===== config.mk =====
export PLATFORM = sky130hd
export DESIGN_NAME = recon_arbiter
export DESIGN_NICKNAME = d
export VERILOG_FILES = /design/src/rtl/recon_pkg.sv /design/src/rtl/rr_arbiter.sv /design/src/rtl/recon_arbiter.sv
export SDC_FILE = /design/constraint.sdc
export NUM_CORES = 1
export LEC_CHECK = 0
export BUFFER_PORTS_ARGS = -buffer_cell sky130_fd_sc_hd__clkbuf_2
export CORE_UTILIZATION = 35
export CTS_CLUSTER_SIZE = 40
export DETAILED_ROUTE_END_ITERATION = 10
export GPL_TIMING_DRIVEN = 0
export PLACE_DENSITY_LB_ADDON = 0.2
export SYNTH_ARGS = -nofsm -noshare
export SYNTH_HDL_FRONTEND = slang
export SYNTH_HIERARCHICAL = 1
export SYNTH_SLANG_ARGS = --single-unit

===== constraint.sdc =====
create_clock -name clk -period 2.1 [get_ports clk]
set_input_delay 0.42 -clock clk [delete_from_list [all_inputs] [get_ports clk]]
set_output_delay 0.42 -clock clk [all_outputs]
set_load 0.01 [all_outputs]

===== src/rtl/recon_pkg.sv =====
// Shared operand type, width and evaluation function for the recon arbiter slice.
// Pure declarations: no latency, no flow control.
package recon_pkg;

  localparam int OPW = 5;

  typedef struct packed {
    logic a;
    logic b;
    logic c;
    logic d;
    logic e;
  } recon_op_t;

  function automatic logic recon_eval(input recon_op_t op);
    logic w_ab;
    w_ab = op.a & op.b;
    return (~w_ab | op.d) & (~(w_ab ^ op.c) | op.e);
  endfunction

endpackage


===== src/rtl/rr_arbiter.sv =====
// Round-robin grant: first requester at or above ptr, wrapping; combinational grant.
// Grant is gated by adv and reset; ptr moves past the winner only on an actual grant.
module rr_arbiter #(
  parameter int N = 4
) (
  input  logic                 clk,
  input  logic                 rst,
  input  logic [N-1:0]         req,
  input  logic                 adv,
  output logic [N-1:0]         grant,
  output logic [$clog2(N)-1:0] grant_idx
);

  localparam int IW = $clog2(N);

  logic [IW-1:0] r_ptr;
  logic          w_found;
  logic [IW-1:0] w_idx;
  int            w_j;

  always_comb begin
    w_found = 1'b0;
    w_idx   = '0;
    w_j     = 0;
    for (int k = 0; k < N; k++) begin
      w_j = (int'(r_ptr) + k) % N;
      if (!w_found && req[w_j[IW-1:0]]) begin
        w_found = 1'b1;
        w_idx   = w_j[IW-1:0];
      end
    end
  end

  assign grant     = (w_found && adv && !rst) ? ({{(N-1){1'b0}}, 1'b1} << w_idx) : '0;
  assign grant_idx = w_idx;

  always_ff @(posedge clk) begin
    if (rst) begin
      r_ptr <= '0;
    end else if (|grant) begin
      r_ptr <= (w_idx == IW'(N-1)) ? '0 : w_idx + 1'b1;
    end
  end

endmodule


===== src/rtl/recon_arbiter.sv =====
// N_REQ requesters share a 2-stage evaluation pipeline (operand reg S1, result reg S2); latency 2.
// Both stages advance only when S2 is empty or being consumed; otherwise everything holds.
module recon_arbiter
  import recon_pkg::*;
#(
  parameter int N_REQ = 4
) (
  input  logic                     clk,
  input  logic                     rst,
  input  logic [N_REQ-1:0]         req_valid,
  input  logic [OPW*N_REQ-1:0]     req_data,
  output logic [N_REQ-1:0]         req_ready,
  output logic                     rsp_valid,
  output logic [$clog2(N_REQ)-1:0] rsp_id,
  output logic                     rsp_x,
  input  logic                     rsp_ready
);

  localparam int IW = $clog2(N_REQ);

  logic             w_adv;
  logic [N_REQ-1:0] w_grant;
  logic [IW-1:0]    w_gidx;
  recon_op_t        w_op;

  logic             r_s1_v;
  logic [IW-1:0]    r_s1_id;
  recon_op_t        r_s1_op;
  logic             r_rsp_v;
  logic [IW-1:0]    r_rsp_id;
  logic             r_rsp_x;

  assign w_adv = ~r_rsp_v | rsp_ready;
  assign w_op  = recon_op_t'(req_data[w_gidx*OPW +: OPW]);

  rr_arbiter #(.N(N_REQ)) u_rr (
    .clk       (clk),
    .rst       (rst),
    .req       (req_valid),
    .adv       (w_adv),
    .grant     (w_grant),
    .grant_idx (w_gidx)
  );

  always_ff @(posedge clk) begin
    if (rst) begin
      r_s1_v   <= 1'b0;
      r_s1_id  <= '0;
      r_s1_op  <= '0;
      r_rsp_v  <= 1'b0;
      r_rsp_id <= '0;
      r_rsp_x  <= 1'b0;
    end else if (w_adv) begin
      r_rsp_v  <= r_s1_v;
      r_rsp_id <= r_s1_id;
      // keep rsp_x quiet while no result is present
      r_rsp_x  <= r_s1_v & recon_eval(r_s1_op);
      r_s1_v   <= |w_grant;
      r_s1_id  <= w_gidx;
      r_s1_op  <= w_op;
    end
  end

  assign req_ready = w_grant;
  assign rsp_valid = r_rsp_v;
  assign rsp_id    = r_rsp_id;
  assign rsp_x     = r_rsp_x;

endmodule


After elaboration in Yosys (flattened, before gate mapping)
Cells that the tools add are included.
- register bits after elaboration: 14
- output and inout port bits: 8
- word-level logic and storage cells: 61
- input bits: 27
- multipliers: 1
- reduce and logical (&&, ||, !) cells: 10
- multiplexer cells: 18
- add/subtract/negate cells: 4
- eq/ne operators: 1
- shift operators: 2
- $lt $le $gt $ge: 4
- bitwise gates (word level): 10
- operator list (operator ; number):
    indexed part select 20 x 6 -> 5 bit ; 1
    < comparator 2 x 3 -> 1 bit (second input constant) ; 4
    2-to-1 mux 2 bit ; 5
    binary-select mux 1 bit (select 2 bit) ; 4
    2-to-1 mux 1 bit ; 8
    logical AND 1 bit ; 5
    multiplier 2 x 3 -> 5 bit (second input constant) ; 1
    adder 2 x 1 -> 2 bit (second input constant) ; 2
    adder 2 bit (second input constant) ; 2
    logical NOT 1 bit ; 4
    2-to-1 mux 4 bit ; 1
    OR reduction 4 bit ; 1
    left shift 1 x 2 -> 4 bit (first input constant) ; 1
    bitwise AND 1 bit ; 3
    NOT 1 bit ; 3
    OR 1 bit ; 3
    equality test 2 bit (second input constant) ; 1
    bitwise XOR 1 bit ; 1

Logic depth before layout (Yosys ltp)
Gate-level depths: netlist of run 1.
- depth after elaboration: 16
- gate-level depth with buffers: 9
- gate-level depth less buffers: 9

Cells and area by module
The synthesis of run 1 kept the hierarchy.
- by module, submodules not included (module ; area an instance (um^2) ; cells an instance ; seq. area each (um^2) ; instances):
    recon_arbiter ; 573.0 ; 63 ; 240.2 ; 1
    rr_arbiter ; 282.8 ; 32 ; 40.0 ; 1

Worst setup path after synthesis of run 1
Ideal clock, no wire load.
- kind: input to register
- from: input port req_valid[0]
- to: register u_rr.r_ptr[1]
- setup time: 0.114 ns
- buffers on the path: 0
- arrival time: 1.950 ns
- cell stages on the path: 9
- data required time: 1.986 ns
- path slack: 0.036 ns
- path through: a21o_2 > a21oi_1 > o22a_1 > inv_1 > ha_1 > nor4_2 > nor4b_4 > mux2i_1 > nor2_1
- elaborated cells on any way between the ends: 30
- classes of those cells: add/sub: 1; eq/ne: 1; shift: 1; mux: 18; reduce/logical: 9
- RTL lines (element ; RTL line ; source):
    start, declared ; recon_arbiter.sv:10 ; input logic [N_REQ-1:0] req_valid,
    binary-select mux 1 bit (select 2 bit) ; rr_arbiter.sv:27 ; if (!w_found && req[w_j[IW-1:0]]) begin
    2-to-1 mux 1 bit (implied by the code) ; rr_arbiter.sv:27 ;
    2-to-1 mux 1 bit ; rr_arbiter.sv:27 ;
    logical NOT 1 bit ; rr_arbiter.sv:27 ;
    logical AND 1 bit ; rr_arbiter.sv:27 ;
    2-to-1 mux 1 bit ; rr_arbiter.sv:27 ;
    logical NOT 1 bit ; rr_arbiter.sv:27 ;
    logical AND 1 bit ; rr_arbiter.sv:27 ;
    2-to-1 mux 1 bit ; rr_arbiter.sv:27 ;
    logical NOT 1 bit ; rr_arbiter.sv:27 ;
    logical AND 1 bit ; rr_arbiter.sv:27 ;
    2-to-1 mux 2 bit (*) ; rr_arbiter.sv:27 ;
    named net w_gidx[1] ; recon_arbiter.sv:23 ; logic [IW-1:0] w_gidx;
    left shift 1 x 2 -> 4 bit ; rr_arbiter.sv:34 ; assign grant = (w_found && adv && !rst) ? ({{(N-1){1'b0}}, 1'b1} << w_idx) : '0;
    2-to-1 mux 4 bit ; rr_arbiter.sv:34 ;
    OR reduction 4 bit ; rr_arbiter.sv:40 ; end else if (|grant) begin
    end signal, assigned ; rr_arbiter.sv:41 ; r_ptr <= (w_idx == IW'(N-1)) ? '0 : w_idx + 1'b1;
    end, declared ; rr_arbiter.sv:16 ; logic [IW-1:0] r_ptr;
The timed path passes the listed nets; every way through them passes the cells marked *. The select of a mux whose other input is x is not followed.
A chain may end at the register's enable or synchronous reset.

Final worst setup path of run 1
- from: register u_rr.r_ptr[0]
- to: output port req_ready[2]
- elaborated cells on any way between the ends: 29
- classes of those cells: add/sub: 3; shift: 1; mux: 17; reduce/logical: 8
- RTL lines (element ; RTL line ; source):
    branches (longest 11 deep; another with adder 2 x 1 -> 2 bit) ; n/a ;
    2-to-1 mux 2 bit (*) ; rr_arbiter.sv:27 ;
    named net w_gidx[1] ; recon_arbiter.sv:23 ;
    left shift 1 x 2 -> 4 bit (*) ; rr_arbiter.sv:34 ;
    2-to-1 mux 4 bit (*) ; rr_arbiter.sv:34 ;
    end, declared ; recon_arbiter.sv:12 ; output logic [N_REQ-1:0] req_ready,
Mark *: on every way through the listed nets, which the timed path passes. The select of a mux whose other input is x is not followed.

==> results of run 1 <==
## layer usage
metal  part of all wire (%)  track usage [%]  vias to the layer above
met5                      0                0                        -
met4                    1.7            9.459                        0
met3                    2.8            1.786                        4
met2                     54            29.44                       17
met1                     42            21.56                      411
li1                       -                -                      424
## logic make-up after synthesis
group                      after synthesis
AOI/OAI and AO/OA                       20
buffers and inverters                   10
and+or+nand+nor                         40
adders and majority gates                4
DFF                                     14
muxes                                    7
## power by group
| group | total [mW] | switching [mW] | internal (mW) |
|---|---|---|---|
| clock | 0.150 | 0.0838 | 0.0665 |
| sequential | 0.339 | 0.0307 | 0.309 |
| combinational | 0.445 | 0.199 | 0.246 |
| total | 0.934 | 0.314 | 0.621 |
## critical path, cell delays in order (launching register included)
cell and delay (ns):
dfxtp_2 0.34, or2b_1 0.24, and2b_1 0.17, o22a_4 0.24, ha_4 0.18, and2_1 0.16, clkbuf_2 0.13
## worst max path at each step
stage | startpoint | to | slack, ns | depth (start not counted)
2_1_floorplan | req_valid[0] | u_rr/r_ptr[1] | 0.04 | 9
3_3_place_gp | req_valid[0] | r_s1_v | -0.31 | 9
4_1_cts | u_rr/r_ptr[0] | req_ready[3] | -0.05 | 6
5_1_grt | u_rr/r_ptr[1] | r_s1_v | -0.17 | 9
6_report | u_rr/r_ptr[0] | req_ready[2] | -0.07 | 6
3_5_place_dp | req_valid[0] | u_rr/r_ptr[0] | -0.38 | 9
## final cells by class
class	instances	share of cell area (%)
multi-input combinational	71	49.32
sequential	14	22.07
timing repair buffer	43	20.02
tap	28	2.734
buffer	4	2.148
inverter	6	1.953
clock buffer	3	1.758
## metrics by stage
step / instances / util, % / hold WS [ns]
floorplan: 95 / - / 0.4305
global placement: 157 / 47.06 / 0.4402
detailed placement: 157 / 47.06 / 0.4463
CTS: 166 / 53.05 / 0.4216
global route: 169 / 56.83 / 0.4329
finish: 169 / 56.83 / 0.4223
## cell usage in the layout, fill, tap and decap left out, drive strengths merged, types with 2 or more instances in the layout
cell type  synthesis  final
nor4               2      2
nor2b              2      2
a21oi             12     12
a211oi             2      2
buf                3     14
mux4               5      5
ha                 4      4
inv                6      6
clkbuf             1     36
and2               4      4
nand2             20     20
dfxtp             14     14
nor2               6      6
## flip-flops by register name, summed over array words and instances, names as in the netlist
signal,flops
r_s1_id,2
r_s1_op,5
r_s1_v,1
rsp_id,2
rsp_valid,1
rsp_x,1
u_rr/r_ptr,2
## repair_timing
action,in CTS,in global routing
setup endpoints to repair,7,10
gates resized for setup,19,13
cloned,0,0
endpoints found under the hold margin,0,0
setup buffers,6,3
hold buffers,0,0
pin swaps,3,2
==> summary.md, run 1 <==
| Metric | Value |
|---|---|
| Synth Area in Compound Gates | 14.77% |
| Drt wl/cell | 13.36 µm |
| Largest family of logic cells by synthesized area | simple AND/OR/NAND/NOR gates |
| Hold depth | 4 |
| Vias in the first global route | approximately 790 |
| Drt pass-1 iters | 4 |
| Ys flop type | dfxtp_1 |
| Mapped Avg Cell Area | 9.009 µm² |
| Yosys top cell area share | about 33% |
| #FFs+latches synth | 14 |
| TNS Setup | -0.3017 ns |
| Most common cell in the netlist | nand2_1 |
| Worst Hold Path EP | r_s1_op[0] |
| Detail Route Antenna Nets | 0 |
| Die W | 51.45 µm |
| Max-slew violation count | 0 |
| Fmax | 460.5 MHz |
| 1st-iter DRT viols | 13 |
| Multi-input logic area | approximately 630 µm² |
| GRT Residual Overflow | 0 |
| Row Count | 17 |
| Post-Place Cell Area | 0.001061 mm² |
| CTS clk-pin slew, worst paths | roughly 0.080 ns |
| Final instance area | ~0.0013 mm² |
| Layout area overhead | 49.71% |
| Total track usage | 17.47% |
| CTS root buffer | clkbuf_4 |
| Outcome | finished, violations left |
| Initial antenna violation count | 0 |
| Mapped Nets | 126 |
| Synth Cell Area | 855.8 µm² |
| Biggest area consumer among synthesized cells | dfxtp_1 |
| Hold_sp | rsp_ready |
| Crit path arrival time | roughly 1.8 ns |
| Post-synthesis instance total | 95 |
| Die Height | between 50 and 60 µm |
| XOR/XNOR Fraction of Synth Area | 0% |
| Largest net degree at the start of global routing | 12 |
| Worst R2R Start | u_rr/r_ptr[0] |
| Post-Synth Simple-Gate Area | roughly a quarter |
| Final critical-path setup slack | -0.07162 ns |
| R2r endpoint | r_s1_v |
| Diodes inserted | 0 |
| IO Count | 35 |
| Max IR drop VDD | roughly 0.35 mV |
| Clock Path Buffers | 2 |
| Netlist cell types | 29 |
| Failing checks | negative setup slack |
| Register area | 282.8 µm² |
| Min Tclk post-route | roughly 2.2 ns |
| Post-Route WL | roughly 2300 µm |
| Worst-Margin Slew | about 0.54 ns |
| Fill count | 233 |
| CP required | 1.68 ns |
| First-pass GRT wire length | approximately 3400 µm |
| Post-synth EDFFs | 0 |
| R2r setup slk | -0.07 ns |
| Leak | roughly 0.57 nW |
| Min-delay worst type | primary input to flop |
| Vias | about 860 |
| DRC violation count after routing | 0 |
| GP Congestion | ~0.69 |
| Initial core utilization | 37.96% |
| Synthesized-area fraction occupied by adder cells | 5.848% |
| Crit share post-route | 103.4% |
| CP Class | flop to output port |
| Synth Warn # | 6 |
| Pwr/cell area | 729.4 mW/mm² |
| CTS tree | yes |
| Port bufs | 34 |
| Sequential cell area fraction in the yosys report | between 30% and 40% |
| CTS sink count | 14 |
| Core ar. | 0.002255 mm² |
| CP Capture Type | output port |
| Top cells by area, synth | dfxtp_1 (33%), mux4_2 (13%), nand2_1 (8.8%), a21oi_1 (7.0%), ha_1 (5.8%) |
| Vias per cell | slightly above 5 |
| Cts bufs inserted | 3 |
| Crit-path max FO | 5 |
| Final nets | around 170 |
| Worst-skew pair later-pin latency | approximately 0.28 ns |
| Final setup violation count | 5 |
| Clock skew | around 0.0020 ns |
| Die area | about 0.0026 mm² |
| DP Worst Slack | -0.3752 ns |
| Post-synth ARST share | 0% |
| Layout cell share with drive strength beyond 1 | a little over half |
| Total of max-cap violations | 0 |
| Endpoints failing hold | 0 |
| Number of cells on the worst reg-to-reg path | 9 |
| RSZ-0062 raised after global routing | yes |
| CTS H-tree depth | 1 |
| Critical Path Start Type | flop |
| Tot Pwr | 0.9345 mW |
| Post-synth top cells | nand2_1 (20), dfxtp_1 (14), a21oi_1 (12) |
| Mux cell area share after synthesis | roughly 16% |
| Slew Limit Headroom | a little under two thirds |
| Post-DP HPWL | 1550 µm |
Note: power is estimated with default switching activity, not from simulation.
==> inputs of run 2 (changes only) <==
--- a/config.mk
+++ b/config.mk
@@ -10,7 +10,6 @@
 export CTS_CLUSTER_SIZE = 40
 export DETAILED_ROUTE_END_ITERATION = 10
 export GPL_TIMING_DRIVEN = 0
-export PLACE_DENSITY_LB_ADDON = 0.2
 export SYNTH_ARGS = -nofsm -noshare
 export SYNTH_HDL_FRONTEND = slang
 export SYNTH_HIERARCHICAL = 1
==> run 2 against run 1 <==
The flow still finishes with violations (negative setup slack). Die area stayed put. First-iteration DRC count is 7.7% higher. Core utilization decreased by 1.9 points. Maximum frequency rose by 1.6%. Worst hold slack barely moved. Critical path depth is the same. Final cell count down 1.2%. Critical path type unchanged. Largest power group unchanged.
==> summary.md, run 2 (synthesis gave the netlist of run 1 again) <==
| Metric | Value |
|---|---|
| Post-Route WL | 1992 µm (-12%) |
| Tot Pwr | 0.8911 mW (-4.6%) |
| Max reg flops | 5 (unchanged) |
| Crit path cell chain | or2b_1 > and2b_1 > o22a_4 > ha_2 > and2_1 > clkbuf_2 |
| Gate power share | 45.4% (-2.2 points) |
| Vias | 843 (-1.5%) |
| Largest Register | r_s1_op |
| Initial core utilization | 37.96% (unchanged) |
| Cts bufs inserted | 3 (unchanged) |
| Most frequent cells in the layout | clkbuf_2 (32), nand2_1 (20), dfxtp_1 (12) |
| Post-DP HPWL | 1496 µm (-3.5%) |
| Detail Route Antenna Nets | 0 (unchanged) |
| IO Count | 35 (unchanged) |
| Max incr delay on CP | 0.34 ns (about the same) |
| CP Capture Type | output port |
| Max IR drop VDD | 0.3412 mV (-1.2%) |
| Core ar. | 0.002255 mm² (unchanged) |
| DRC violation count after routing | 0 (unchanged) |
| Min Tclk post-route | 2.138 ns (-0.03384 ns) |
| Die area | 0.002647 mm² (unchanged) |
| Final setup violation count | 4 (-1) |
| Sequential power share | 37.9% (+1.6 points) |
| Crit path arrival time | 1.72 ns (-0.03 ns) |
| Clock Path Buffers | 2 (unchanged) |
| Crit share post-route | 101.8% (-1.6 points) |
| CTS sink count | 14 (unchanged) |
| Slew Limit Headroom | 63.27% (-0.18 points) |
| Diodes inserted | 0 (unchanged) |
| Layout cell share with drive strength beyond 1 | 51.80% (-2.1 points) |
| Post-Place Cell Area | 0.001061 mm² (unchanged) |
| GRT Residual Overflow | 0 (unchanged) |
| Pwr/cell area | 720.1 mW/mm² (-1.3%) |
| Int Pwr | 0.6007 mW (-3.2%) |
| CTS clk-pin slew, worst paths | 0.08 ns (about the same) |
| Failing checks | negative setup slack |
| Die W | 51.45 µm (unchanged) |
| CP Class | flop to output port |
| Leak | 0.5582 nW (-2.6%) |
| Final critical-path setup slack | -0.03778 ns (+0.03384 ns) |
| Fmax | 467.8 MHz (+1.6%) |
| Row Count | 17 (unchanged) |
| 1st-iter DRT viols | 14 (+1) |
| RSZ-0062 raised after global routing | yes |
| CP required | 1.68 ns (about the same) |
| Final nets | 172 (-1.1%) |
| Vias per cell | 5.048 (-0.34%) |
| Drt pass-1 iters | 4 (unchanged) |
| Largest net degree at the start of global routing | 12 (unchanged) |
| Port bufs | 34 (unchanged) |
| Commonest non-fill, non-tap cell in the layout | clkbuf_2 |
| Drt wl/cell | 11.93 µm (-11%) |
| Switching power | 0.2904 mW (-7.4%) |
| Outcome | finished, violations left |
| Clock skew | 0.01060 ns (+0.008597 ns) |
| Vias in the first global route | 754 (-3.9%) |
| WHS | 0.4225 ns (+0.0001840 ns) |
| Max-slew violation count | 0 (unchanged) |
| Total of max-cap violations | 0 (unchanged) |
| Layout area overhead | 44.59% |
| GP Congestion | 0.7154 (+3.9%) |
| Total track usage | 16.24% (-1.2 points) |
| Switching Share | 32.59% (-0.98 points) |
| First-pass GRT wire length | 3194 µm (-5.3%) |
| Initial antenna violation count | 0 (unchanged) |
| Min-delay worst type | primary input to flop |
| CP max-delay cell | dfxtp_2 |
| Final instance area | 0.001237 mm² (-3.4%) |
| Endpoints failing hold | 0 (unchanged) |
| CTS H-tree depth | 1 (unchanged) |
| Final core utilization | 54.88% (-1.9 points) |
| Crit-path max FO | 5 (unchanged) |
| Clk pwr share | 16.8% (+0.7 points) |
| CTS Hold Buffers Added | 0 (unchanged) |
| CTS tree | yes |
| Die Height | 51.45 µm (unchanged) |
| DP Worst Slack | -0.3446 ns (+0.03063 ns) |
| Critical Path Start Type | flop |
| Worst-skew pair later-pin latency | 0.28 ns (about the same) |
| Worst-Margin Slew | 0.5464 ns (+0.002646 ns) |
| CTS root buffer | clkbuf_4 |
-- run 2: cell type report --
cell class / instances / area (µm²)
sequential: 14 / 282.8
tap: 28 / 35.03
timing repair buffer: 41 / 235.2
fill: 232 / 1017
inverter: 6 / 25.02
multi-input combinational: 71 / 609.3
buffer: 4 / 27.53
clock buffer: 3 / 22.52
-- run 2: what timing repair did --
item                       in CTS  in global routing
setup buffers                   7                  1
setup endpoints to repair       7                  6
gates resized for setup        20                  6
pin swaps                       2                  0
-- run 2: power groups by stage --
stage / Clock [mW] / Combinational (mW) / Sequential (mW)
2_1_floorplan: 0 / 0.224 / 0.338
3_3_place_gp: 0 / 0.304 / 0.338
3_5_place_dp: 0 / 0.310 / 0.339
4_1_cts: 0.152 / 0.391 / 0.338
5_1_grt: 0.161 / 0.444 / 0.343
6_report: 0.149 / 0.404 / 0.337
-- run 2: metal layers --
layer  vias up  routed length [µm]  global-route usage (%)
met4         0                  38                   8.108
met1       395                 909                   20.87
met5         -                   0                       0
met2        19                 971                   26.41
li1        424                   -                       -
met3         5                  72                   2.083
-- run 2: worst paths after layout --
kind,startpoint,endpoint,slack (ns),depth (start not counted)
max,u_rr/r_ptr[0],req_ready[2],-0.04,6
min reg2reg,r_s1_id[0],r_s1_id[0],0.45,2
min,rsp_ready,r_s1_op[0],0.42,4
max reg2reg,u_rr/r_ptr[1],u_rr/r_ptr[1],0.03,10
-- run 2: critical path, delay by kind of cell, from the launching register on --
kind                       cells  cell delay (ns)
AOI/OAI and AO/OA              1             0.23
adders and majority gates      1             0.19
buffers and inverters          1             0.13
DFF                            1             0.34
and+or+nand+nor                3             0.56
-- run 2: per-stage QoR --
stage / setup TNS (ns) / instances
finish: -0.07146 / 167
global route: -0.5218 / 167
CTS: -0.1543 / 166
detailed placement: -2.283 / 157
global placement: -1.897 / 157
floorplan: 0 / 95
